`src/rtl/spi_apb_arbiter_pkg.sv`:
```
// spi_apb_arbiter_pkg
// Shared types and constants for the two-client APB arbiter in front of the
// SPI block's register port.
//   arb_state_e : APB master FSM state (IDLE, SETUP, ACCESS)
//   apb_req_t   : one client register transaction (addr, write, wdata, strb)
//   ADDR_*      : SPI register map offsets
package spi_apb_arbiter_pkg;

   localparam int unsigned SPI_ADDR_W = 5;
   localparam int unsigned SPI_DATA_W = 32;

   // Wide enough for any legal TIMEOUT (1..255).
   localparam int unsigned TO_CNT_W = 8;

   localparam logic [SPI_ADDR_W-1:0] ADDR_CR    = 5'h00;
   localparam logic [SPI_ADDR_W-1:0] ADDR_BR    = 5'h04;
   localparam logic [SPI_ADDR_W-1:0] ADDR_INTER = 5'h08;
   localparam logic [SPI_ADDR_W-1:0] ADDR_SR    = 5'h0C;
   localparam logic [SPI_ADDR_W-1:0] ADDR_RINTR = 5'h10;
   localparam logic [SPI_ADDR_W-1:0] ADDR_INTR  = 5'h14;
   localparam logic [SPI_ADDR_W-1:0] ADDR_TFIFO = 5'h18;
   localparam logic [SPI_ADDR_W-1:0] ADDR_RFIFO = 5'h1C;

   typedef enum logic [1:0] {
      StIdle,
      StSetup,
      StAccess
   } arb_state_e;

   typedef struct packed {
      logic [SPI_ADDR_W-1:0] addr;
      logic                  write;
      logic [SPI_DATA_W-1:0] wdata;
      logic [3:0]            strb;
   } apb_req_t;

endpackage

```
`src/rtl/spi_apb_arbiter_rr_arb2.sv`:
```
// spi_apb_rr_arb2
// Two-way round-robin pick. r_prio names the preferred client when both
// request; after every accepted grant the other client becomes preferred.
//   i_clk, i_rst : clock, asynchronous active-high reset (prio -> 0)
//   i_valid      : request vector {client1, client0}
//   i_advance    : the current grant was taken this cycle
//   o_grant      : one-hot grant (zero when nobody requests)
module spi_apb_rr_arb2 (
   input  logic       i_clk,
   input  logic       i_rst,
   input  logic [1:0] i_valid,
   input  logic       i_advance,
   output logic [1:0] o_grant
);

   logic r_prio;

   always_comb begin
      o_grant = i_valid;
      if (i_valid == 2'b11) begin
         o_grant = r_prio ? 2'b10 : 2'b01;
      end
   end

   always_ff @(posedge i_clk or posedge i_rst) begin
      if (i_rst) begin
         r_prio <= 1'b0;
      end else if (i_advance) begin
         // Granted client 0 -> prefer 1 next, and vice versa.
         r_prio <= o_grant[0];
      end
   end

endmodule

```
`src/rtl/spi_apb_arbiter.sv`:
```
// spi_apb_arbiter
// Shares the SPI APB slave port between two clients. A request is accepted in
// IDLE (combinational ready), then a SETUP and one or more ACCESS cycles run on
// APB. Completion on pready, or forced error after TIMEOUT wait cycles, pulses
// the granted client's rsp_valid with registered rdata/err.
//   i_pclk, i_preset          : clock, asynchronous active-high reset
//   i_reqN_*  / o_reqN_ready  : client N request port (valid/ready)
//   o_rspN_*                  : client N response (valid pulse, rdata, err)
//   o_psel..o_pstrb, i_prdata, i_pready, i_pslverr : APB master
//   o_busy                    : FSM not in IDLE
module spi_apb_arbiter
   import spi_apb_arbiter_pkg::*;
#(
   parameter int unsigned ADDR_W  = 5,
   parameter int unsigned DATA_W  = 32,
   parameter int unsigned TIMEOUT = 16
) (
   input  logic              i_pclk,
   input  logic              i_preset,
   input  logic              i_req0_valid,
   input  logic [ADDR_W-1:0] i_req0_addr,
   input  logic              i_req0_write,
   input  logic [DATA_W-1:0] i_req0_wdata,
   input  logic [3:0]        i_req0_strb,
   output logic              o_req0_ready,
   input  logic              i_req1_valid,
   input  logic [ADDR_W-1:0] i_req1_addr,
   input  logic              i_req1_write,
   input  logic [DATA_W-1:0] i_req1_wdata,
   input  logic [3:0]        i_req1_strb,
   output logic              o_req1_ready,
   output logic              o_rsp0_valid,
   output logic [DATA_W-1:0] o_rsp0_rdata,
   output logic              o_rsp0_err,
   output logic              o_rsp1_valid,
   output logic [DATA_W-1:0] o_rsp1_rdata,
   output logic              o_rsp1_err,
   output logic              o_psel,
   output logic              o_penable,
   output logic              o_pwrite,
   output logic [ADDR_W-1:0] o_paddr,
   output logic [DATA_W-1:0] o_pwdata,
   output logic [3:0]        o_pstrb,
   input  logic [DATA_W-1:0] i_prdata,
   input  logic              i_pready,
   input  logic              i_pslverr,
   output logic              o_busy
);

   localparam logic [TO_CNT_W-1:0] TIMEOUT_C = TO_CNT_W'(TIMEOUT);

   arb_state_e          r_state;
   logic [TO_CNT_W-1:0] r_cnt;
   logic                r_gnt1;
   logic                r_psel, r_penable, r_pwrite;
   logic [ADDR_W-1:0]   r_paddr;
   logic [DATA_W-1:0]   r_pwdata;
   logic [3:0]          r_pstrb;
   logic                r_rsp0_valid, r_rsp0_err, r_rsp1_valid, r_rsp1_err;
   logic [DATA_W-1:0]   r_rsp0_rdata, r_rsp1_rdata;

   logic [1:0]          w_grant;
   logic                w_take, w_done, w_err;
   logic [DATA_W-1:0]   w_rdata;

   // Ready is gated by reset so no handshake can complete while held in reset.
   assign w_take = (r_state == StIdle) && !i_preset && (i_req0_valid || i_req1_valid);

   spi_apb_rr_arb2 u_arb (
      .i_clk     (i_pclk),
      .i_rst     (i_preset),
      .i_valid   ({i_req1_valid, i_req0_valid}),
      .i_advance (w_take),
      .o_grant   (w_grant)
   );

   // pready wins over timeout; a timeout always reports err with zero data.
   assign w_done  = (r_state == StAccess) && (i_pready || (r_cnt == TIMEOUT_C));
   assign w_err   = i_pready ? i_pslverr : 1'b1;
   assign w_rdata = (i_pready && !r_pwrite) ? i_prdata : '0;

   always_ff @(posedge i_pclk or posedge i_preset) begin
      if (i_preset) begin
         r_state      <= StIdle;
         r_cnt        <= '0;
         r_gnt1       <= 1'b0;
         r_psel       <= 1'b0;
         r_penable    <= 1'b0;
         r_pwrite     <= 1'b0;
         r_paddr      <= '0;
         r_pwdata     <= '0;
         r_pstrb      <= '0;
         r_rsp0_valid <= 1'b0;
         r_rsp0_rdata <= '0;
         r_rsp0_err   <= 1'b0;
         r_rsp1_valid <= 1'b0;
         r_rsp1_rdata <= '0;
         r_rsp1_err   <= 1'b0;
      end else begin
         r_rsp0_valid <= 1'b0;
         r_rsp1_valid <= 1'b0;
         unique case (r_state)
            StIdle: begin
               if (w_take) begin
                  r_gnt1   <= w_grant[1];
                  r_paddr  <= w_grant[1] ? i_req1_addr  : i_req0_addr;
                  r_pwrite <= w_grant[1] ? i_req1_write : i_req0_write;
                  r_pwdata <= w_grant[1] ? i_req1_wdata : i_req0_wdata;
                  r_pstrb  <= w_grant[1] ? i_req1_strb  : i_req0_strb;
                  r_psel   <= 1'b1;
                  r_state  <= StSetup;
               end
            end
            StSetup: begin
               r_penable <= 1'b1;
               r_cnt     <= '0;
               r_state   <= StAccess;
            end
            StAccess: begin
               if (w_done) begin
                  r_psel    <= 1'b0;
                  r_penable <= 1'b0;
                  r_state   <= StIdle;
                  if (r_gnt1) begin
                     r_rsp1_valid <= 1'b1;
                     r_rsp1_rdata <= w_rdata;
                     r_rsp1_err   <= w_err;
                  end else begin
                     r_rsp0_valid <= 1'b1;
                     r_rsp0_rdata <= w_rdata;
                     r_rsp0_err   <= w_err;
                  end
               end else begin
                  r_cnt <= r_cnt + 1'b1;
               end
            end
            default: r_state <= StIdle;
         endcase
      end
   end

   assign o_req0_ready = w_take && w_grant[0];
   assign o_req1_ready = w_take && w_grant[1];
   assign o_rsp0_valid = r_rsp0_valid;
   assign o_rsp0_rdata = r_rsp0_rdata;
   assign o_rsp0_err   = r_rsp0_err;
   assign o_rsp1_valid = r_rsp1_valid;
   assign o_rsp1_rdata = r_rsp1_rdata;
   assign o_rsp1_err   = r_rsp1_err;
   assign o_psel       = r_psel;
   assign o_penable    = r_penable;
   assign o_pwrite     = r_pwrite;
   assign o_paddr      = r_paddr;
   assign o_pwdata     = r_pwdata;
   assign o_pstrb      = r_pstrb;
   assign o_busy       = (r_state != StIdle);

endmodule

```
`config.mk`:
```
export PLATFORM = sky130hd
export DESIGN_NAME = spi_apb_arbiter
export DESIGN_NICKNAME = d
export VERILOG_FILES = /design/src/rtl/spi_apb_arbiter_pkg.sv /design/src/rtl/spi_apb_arbiter_rr_arb2.sv /design/src/rtl/spi_apb_arbiter.sv
export SDC_FILE = /design/constraint.sdc
export NUM_CORES = 1
export LEC_CHECK = 0
export ABC_CLOCK_PERIOD_IN_PS = 9800
export CAP_MARGIN = 5
export CORE_UTILIZATION = 45
export CTS_CLUSTER_DIAMETER = 50
export DETAILED_ROUTE_END_ITERATION = 10
export PLACE_DENSITY = 0.87
export SLEW_MARGIN = 10
export SYNTH_ARGS = -nofsm -noshare
export SYNTH_HDL_FRONTEND = slang
export SYNTH_HIERARCHICAL = 1
export SYNTH_SLANG_ARGS = --single-unit
```
`constraint.sdc`:
```
create_clock -name i_pclk -period 9.8 [get_ports i_pclk]
set_input_delay 1.47 -clock i_pclk [delete_from_list [all_inputs] [get_ports i_pclk]]
set_output_delay 1.47 -clock i_pclk [all_outputs]
set_load 0.03 [all_outputs]
```
## After elaboration in Yosys (flattened, before gate mapping)

Index checks and enable logic that the tools add are counted.

- Bits in registers: 124
- Bits of input ports: 122
- Output and inout port bits: 115
- Logic and storage cells: 69

- Add/subtract/negate cells: 1
- Equal/unequal tests: 7
- Muxes and demuxes: 23
- Bitwise operators: 1
- Reductions and logical operators: 21

Operators with widths:

| operator | number |
|---|---|
| 32-bit 2-to-1 mux | 2 |
| 8-bit case mux with 2 select lines | 1 |
| 1-bit 2-to-1 mux | 10 |
| 3-bit AND reduction | 3 |
| 8-bit by 1-bit adder with 8-bit output (second input constant) | 1 |
| 8-bit by 5-bit equality test with 1-bit output (second input constant) | 1 |
| 2-bit 2-to-1 mux | 4 |
| 8-bit 2-to-1 mux | 1 |
| 2-bit AND reduction | 4 |
| 1-bit logical AND | 6 |
| 2-bit inequality test (second input constant) | 3 |
| 2-bit case mux with 3 select lines | 1 |
| 2-bit nonzero test | 3 |
| 5-bit 2-to-1 mux | 1 |
| 2-bit equality test (second input constant) | 2 |
| 4-bit 2-to-1 mux | 1 |
| 1-bit case mux with 2 select lines | 2 |
| 2-bit by 1-bit equality test with 1-bit output (second input constant) | 1 |
| 1-bit logical NOT | 2 |
| 2-bit logical NOT | 1 |
| 1-bit logical OR | 2 |
| 1-bit NOT | 1 |

## Logic depth before layout (Yosys ltp)

Gate-level depths: netlist of the first run.

- Depth in word-level cells: 5
- Gate-level depth with buffers: 7
- Depth with buffers taken out: 6

## Hierarchy

The synthesis of the first run kept the hierarchy.

By module, submodules not included:

| module | times used | cells each | area each (um^2) | seq. area each (um^2) |
|---|---|---|---|---|
| spi_apb_arbiter | 1 | 409 | 5026.1 | 3078.0 |
| spi_apb_rr_arb2 | 1 | 6 | 66.3 | 25.0 |

## Worst setup path before layout of the first run

Ideal clock, no wire load.

- Kind: input to output
- Start: in i_preset
- End: out o_req0_ready
- Arrival time: 2.297 ns
- Required time: 8.330 ns
- Setup slack: 6.033 ns
- Cell stages on the path: 3
- Path buffers: 1
- Cells stage by stage: nor3_2 > buf_2 > and2_1

- Longest elaborated chain between the ends: 4

Ends and longest elaborated chain:

| what | line | RTL |
|---|---|---|
| start: declaration | spi_apb_arbiter.sv:19 | `input logic i_preset,` |
| 1-bit logical NOT (no line) | -- |  |
| 1-bit logical AND (2 in a row) | spi_apb_arbiter.sv:67 | `assign w_take = (r_state == StIdle) && !i_preset && (i_req0_valid \|\| i_req1_valid);` |
| 1-bit logical AND | spi_apb_arbiter.sv:142 | `assign o_req0_ready = w_take && w_grant[0];` |
| end: declaration | spi_apb_arbiter.sv:25 | `output logic o_req0_ready,` |

No other way between the ends.

## Worst setup path after layout of the first run

- Start: in i_req1_valid
- End: out o_req1_ready

- Longest elaborated chain between the ends: 3
- Elaborated cells between the ends (all ways): 5
- Classes of those cells: 1 x eq/ne; 1 x mux; 3 x reduce/logical

Ends and longest elaborated chain:

| what | line | RTL |
|---|---|---|
| start: declaration | spi_apb_arbiter.sv:26 | `input logic i_req1_valid,` |
| 2-bit equality test | spi_apb_arbiter_rr_arb2.sv:20 | `if (i_valid == 2'b11) begin` |
| 2-bit 2-to-1 mux * | spi_apb_arbiter_rr_arb2.sv:20 |  |
| via w_grant[1] | spi_apb_arbiter.sv:62 | `logic [1:0] w_grant;` |
| 1-bit logical AND * | spi_apb_arbiter.sv:143 | `assign o_req1_ready = w_take && w_grant[1];` |
| end: declaration | spi_apb_arbiter.sv:31 | `output logic o_req1_ready,` |

The timed path passes the listed nets; every way through them passes the cells marked *.

==> results of run 1 <==
-- cells in the final DEF (no fill, tap or decap), drive strengths merged --
cell	n
nor3b	1
bufinv	4
nor2	49
mux2i	43
dfrtp	124
buf	5
o21ai	2
nor3	7
nand3	5
a21oi	44
o2bb2ai	2
and2b	1
o41ai	2
and2	3
nand2b	2
inv	18
a22o	64
or2	1
a22oi	2
clkbuf	17
ha	2
nor4b	1
a211o	3
o21bai	1
xnor2	1
a21o	2
o211ai	1
nand2	8
clkdlybuf4s50	236
o311ai	1
mux2	1
clkinv	6
a21boi	2
-- registers in the layout, summed over array words and instances (netlist names), 2 cells and up --
name and cells:
o_pwdata 32, r_state 2, o_pstrb 4, o_rsp1_rdata 32, o_rsp0_rdata 32, r_cnt 8, o_paddr 5
-- routing by layer --
| metal | part of all wire, % | up-vias |
|---|---|---|
| li1 | - | 1968 |
| met1 | 39 | 2104 |
| met2 | 51 | 213 |
| met3 | 8.4 | 16 |
| met4 | 1.2 | 0 |
| met5 | 0 | - |
-- per-stage QoR --
| stage | std cells | setup WS, ns | hold WS, ns | area [µm²] | util [%] |
|---|---|---|---|---|---|
| after floorplan | 415 | 5.06 | 0.461 | 5090 | - |
| after global placement | 769 | 4.71 | 0.481 | 7540 | 68.9 |
| after detailed placement | 769 | 4.62 | 0.491 | 7540 | 68.9 |
| after CTS | 801 | 4.62 | 0.504 | 8170 | 74.7 |
| after global routing | 801 | 4.56 | 0.514 | 8170 | 74.7 |
| final | 801 | 4.63 | 0.497 | 8170 | 74.7 |
-- cell families after synthesis --
logic type	count (synthesis)	synth area share [%]
AOI/OAI and AO/OA	126	18.2
buffers and inverters	40	4.18
xor gates and xnor gates	1	0.172
DFF	124	60.9
adders and majority gates	2	0.491
and+or+nand+nor	78	7.30
muxes	44	8.75
-- worst max path at each step --
stage,from,endpoint,slack [ns],depth (start not counted)
2_1_floorplan,i_preset,o_paddr[0]$_DFFE_PP0P_,5.06,1
3_3_place_gp,i_req1_valid,o_req1_ready,4.71,5
3_5_place_dp,i_req1_valid,o_req1_ready,4.62,5
4_1_cts,i_req1_valid,o_req1_ready,4.62,5
5_1_grt,i_req1_valid,o_req1_ready,4.56,5
6_report,i_req1_valid,o_req1_ready,4.63,5
-- report_power, final --
group          leakage [nW]  internal, W  switching, W
Clock                 0.313     0.000430      0.000234
Combinational          1.69     0.000517      0.000664
Sequential             1.54     0.000710      0.000126
-- layout make-up --
| type | instances | area share (%) |
|---|---|---|
| flip-flops and latches | 124 | 38.0 |
| repair buffers | 241 | 29.4 |
| multi-input cells | 251 | 22.1 |
| clock buffers | 17 | 5.21 |
| clock inverters | 15 | 2.56 |
| well taps | 140 | 2.14 |
| inverters | 13 | 0.628 |
==> key figures, run 1 <==
STA
  – Slew Viols, Final: 0
  – Final min period: 5.17 ns
  – Period utilization: 52.8%
  – Actual slew at the worst max-slew pin: 0.883 ns
  – Slew HR: 41.1%
  – Final Hold Viols: 0
  – RSZ-0062 raised after global routing: no
  – Worst-case clock skew: 0.0101 ns
  – Setup TNS: 0 ns
  – Fmax: 193 MHz
  – Setup violators final: 0

Clock network
  – Resized Gates After CTS: 0
  – Clock-pin slew on the worst setup and hold paths: 0.05 ns
  – Post CTS Setup Buffer Count: 0
  – Hold_buf cts: 0
  – Clock Sinks: 124
  – Num CTS Buffers: 17
  – Clk buf depth: 2
  – Worst-skew pair later-pin latency: 0.41 ns
  – CTS tree: built
  – H-tree depth: 4
  – Root buffer cell: clkbuf_16

Power and ir drop
  – Leak Pwr: 3.55 nW
  – VDD IR max: 0.214 mV
  – Final Power: 0.00268 W
  – Total power per unit cell area: 328 mW/mm²

Cells and area
  – Layout cells sized above 1: 7.26%
  – Register Area: 0.00310 mm²
  – Final net count: 772
  – # fillers: 700
  – Area grow syn2layout: 60.4%
  – Area of the multi-input gates: 0.00181 mm²
  – Number of diodes: 0

Synthesis
  – Top cell type's share of synthesized area: 60.9%
  – Post-synth EDFFs: 0
  – Sequential area share after synthesis: 60.9%
  – Distinct cell type count after synthesis: 37
  – Ys Warns: 6
  – Post-synth top area cell: dfrtp_1
  – Top post-synthesis cells by area: dfrtp_1, a22o_1, mux2i_1
  – Syn_nets: 539
  – Top cells by count, synth: dfrtp_1, a22o_1, nor2_1
  – Top-count cell post-synth: dfrtp_1
  – #FFs+latches synth: 124
  – Asr flop ratio synth: 100%
  – Syn_area_per_cell: 12.3 µm²
  – Cells after Synth: 415
  – Post-synth top flop: dfrtp_1
  – Mapped cell area: 0.00509 mm²

Critical path
  – CP Max Fanout: 43
  – CP arrival: 3.70 ns
  – Most used cell, CP: clkdlybuf4s50_1
  – Critical Path, Cell by Cell: clkdlybuf4s50_1, a21boi_4, buf_4, and2_1, clkdlybuf4s50_1
  – CP Capture Type: output pin
  – Register-to-register setup slack: 7.56 ns
  – Worst r2r dst: u_arb/r_prio$_DFFE_PP0P_
  – Top delay family on crit path: buffers and inverters
  – Critical R2R Launch: r_state[0]$_DFFE_PP0P_
  – CP peak stage delay: 0.68 ns
  – Worst Reg-to-Reg Cells: 4
  – Buf/Inv on CP: 3
  – Critical path's slowest cell: clkdlybuf4s50_1
  – Critical Path Source Type: input port
  – Worst path required time: 8.33 ns
  – CP Class: input port to output pin

Route
  – Final ANT Viol Nets: 0
  – Via count: 4301
  – DR WL/cell: 17.6 µm
  – Initial drt markers: 230
  – Vias per inst: 5.37
  – Wirelength, routed: 14100 µm
  – Residual DRC: 0
  – Drt first pass iters: 4

Global route
  – Largest net degree at the start of global routing: 78
  – Grt peak-use layer: met2
  – Initial antenna violation count: 0
  – Vias in the first global route: 4479
  – Global-route wire length before repair: 22100 µm
  – Met1 usage: 29.3%
  – GR Util met2: 42.2%
  – Total gr overflow: 0
  – Gr usage total: 24.9%
  – Met3 usage in global routing: 7.90%

Worst hold path
  – Worst hold path startpoint: o_psel$_DFFE_PP0P_
  – Hold/Removal Path Class: register to register
  – Hold Path Sink: o_psel$_DFFE_PP0P_
  – Hold path cells: 1

Floorplanning
  – DIE AREA: 0.0117 mm²
  – I/O Pins: 237
  – Die height: 108 µm
  – Die width: 108 µm
  – Initial Util: 46.6%
  – Cell Rows: 38
  – Core ar.: 0.0109 mm²

Place
  – RePlAce Congestion: 0.798
  – PortBufs: 236
  – Post-DP HPWL: 9880 µm

Job
  – Max cap viols: 0

Run status
  – Outcome: finished clean
No activity file was read; power rests on OpenSTA's default activity.
==> inputs of run 2 (changes only) <==
- ABC_CLOCK_PERIOD_IN_PS: 9800 -> 4300
- CORE_UTILIZATION: 45 -> 37
- PLACE_DENSITY: 0.87 -> 0.76
- clock period: 9.8 -> 4.3 ns (I/O delays scaled with it)
==> key figures, run 2 (synthesized netlist as in run 1, its figures left out) <==
Floorplanning
  – I/O Pins: 237
  – Cell Rows: 42
  – Core ar.: 0.0133 mm²
  – DIE AREA: 0.0142 mm²
  – Initial Util: 38.2%
  – Die height: 119 µm
  – Die width: 119 µm

Critical path
  – CP Class: input port to output pin
  – Critical R2R Launch: r_state[0]$_DFFE_PP0P_
  – CP Capture Type: output pin
  – Most used cell, CP: clkdlybuf4s50_1
  – CP peak stage delay: 0.68 ns
  – Crit path to: o_req1_ready
  – Worst r2r dst: u_arb/r_prio$_DFFE_PP0P_
  – Critical Path, Cell by Cell: clkdlybuf4s50_1, nor2_1, nor3_4, and2_1, clkdlybuf4s50_1
  – Register-to-register setup slack: 2.08 ns
  – CP Max Fanout: 10
  – Worst path required time: 3.65 ns
  – Worst Reg-to-Reg Cells: 4
  – Number of cells on the critical path: 5
  – Critical path's slowest cell: clkdlybuf4s50_1
  – Buf/Inv on CP: 2
  – Top delay family on crit path: buffers and inverters
  – CP arrival: 2.55 ns
  – Crit path from: i_req0_valid
  – Critical Path Source Type: input port

Global route
  – Largest net degree at the start of global routing: 81
  – Gr usage total: 21.0%
  – Initial antenna violation count: 0
  – Total gr overflow: 0
  – Vias in the first global route: 4300
  – Global-route wire length before repair: 22800 µm

Route
  – Residual DRC: 0
  – Vias per inst: 5.08
  – Final ANT Viol Nets: 0
  – Wirelength, routed: 14400 µm
  – Via count: 4253
  – DR WL/cell: 17.2 µm
  – Drt first pass iters: 4
  – Initial drt markers: 259

Place
  – PortBufs: 236
  – Post-DP HPWL: 9930 µm
  – RePlAce Congestion: 0.784

STA
  – Setup violators final: 0
  – Final Hold Viols: 0
  – Period utilization: 74.2%
  – Fmax: 313 MHz
  – Slew Viols, Final: 0
  – RSZ-0062 raised after global routing: no
  – Worst-case clock skew: 0.00666 ns
  – Setup TNS: 0 ns
  – Final min period: 3.19 ns
  – Actual slew at the worst max-slew pin: 0.754 ns
  – Slew HR: 49.7%

Cells and area
  – Layout cells sized above 1: 7.26%
  – # fillers: 1057
  – Number of diodes: 0
  – Final net count: 772
  – Highest-count cells in the layout ignoring fill and taps: clkdlybuf4s50_1, dfrtp_1, a22o_1
  – Area grow syn2layout: 62.0%
  – Commonest non-fill, non-tap cell in the layout: clkdlybuf4s50_1

Clock network
  – Root buffer cell: clkbuf_16
  – CTS tree: built
  – Num CTS Buffers: 17
  – Worst-skew pair later-pin latency: 0.41 ns
  – H-tree depth: 4
  – Hold_buf cts: 0
  – Post CTS Setup Buffer Count: 0
  – Clk buf depth: 2
  – Clock Sinks: 124
  – Resized Gates After CTS: 0
  – Clock-pin slew on the worst setup and hold paths: 0.06 ns

Run status
  – Outcome: finished clean

Power and ir drop
  – Leak Pwr: 3.55 nW
  – VDD IR max: 0.374 mV
  – Final Power: 0.00617 W
  – Total power per unit cell area: 748 mW/mm²

Worst hold path
  – Hold/Removal Path Class: register to register

Job
  – Max cap viols: 0
-- run 2: how the worst min path moves through the flow --
| stage | startpoint | endpoint | slack (ns) | cells after the start |
|---|---|---|---|---|
| 6_report | o_psel$_DFFE_PP0P_ | o_psel$_DFFE_PP0P_ | 0.48 | 1 |
| 3_5_place_dp | o_psel$_DFFE_PP0P_ | o_psel$_DFFE_PP0P_ | 0.48 | 1 |
| 5_1_grt | o_psel$_DFFE_PP0P_ | o_psel$_DFFE_PP0P_ | 0.50 | 1 |
| 3_3_place_gp | o_psel$_DFFE_PP0P_ | o_psel$_DFFE_PP0P_ | 0.48 | 1 |
| 2_1_floorplan | i_preset | u_arb/r_prio$_DFFE_PP0P_ | 0.37 | 1 |
| 4_1_cts | o_psel$_DFFE_PP0P_ | o_psel$_DFFE_PP0P_ | 0.49 | 1 |
-- run 2: power breakdown --
group	leakage (nW)	switching [W]	internal [W]
Clock	0.312	0.000529	0.00105
Sequential	1.54	0.000277	0.00162
Combinational	1.70	0.00152	0.00118
-- run 2: through the flow --
stage	cells	utilization [%]	setup slack, ns	area [µm²]	hold slack, ns
final	837	61.8	1.11	8250	0.483
after global placement	805	56.9	1.21	7590	0.480
after floorplan	415	-	0.384	5090	0.374
after detailed placement	805	56.9	1.13	7590	0.478
after CTS	837	61.8	1.12	8250	0.491
after global routing	837	61.8	1.00	8250	0.500
-- run 2: final cells by class --
| cell class | count | area (µm²) | area share, % |
|---|---|---|---|
| Sequential cell | 124 | 3100 | 37.6 |
| Timing Repair Buffer | 241 | 2410 | 29.2 |
| Multi-Input combinational cell | 251 | 1810 | 21.9 |
| Clock buffer | 18 | 439 | 5.32 |
| Tap cell | 176 | 220 | 2.67 |
| Clock inverter | 14 | 218 | 2.64 |
| Inverter | 13 | 51.3 | 0.622 |
-- run 2: worst reg2reg max path: cells and delay by family, from the launching register on --
family        cells  cell delay, ns
mux               1            0.37
flops             1            0.40
buf+inv           1            0.67
simple gates      2            0.68
-- run 2: per-layer routing --
metal  wire (µm)  share of wire, %  up-vias  track usage (%)
met2        7040                49      190             34.4
met5           0                 0        -                0
met3        1220               8.5       17             7.47
met1        5930                41     2074             25.3
li1            -                 -     1972                -
met4         213               1.5        0             7.81
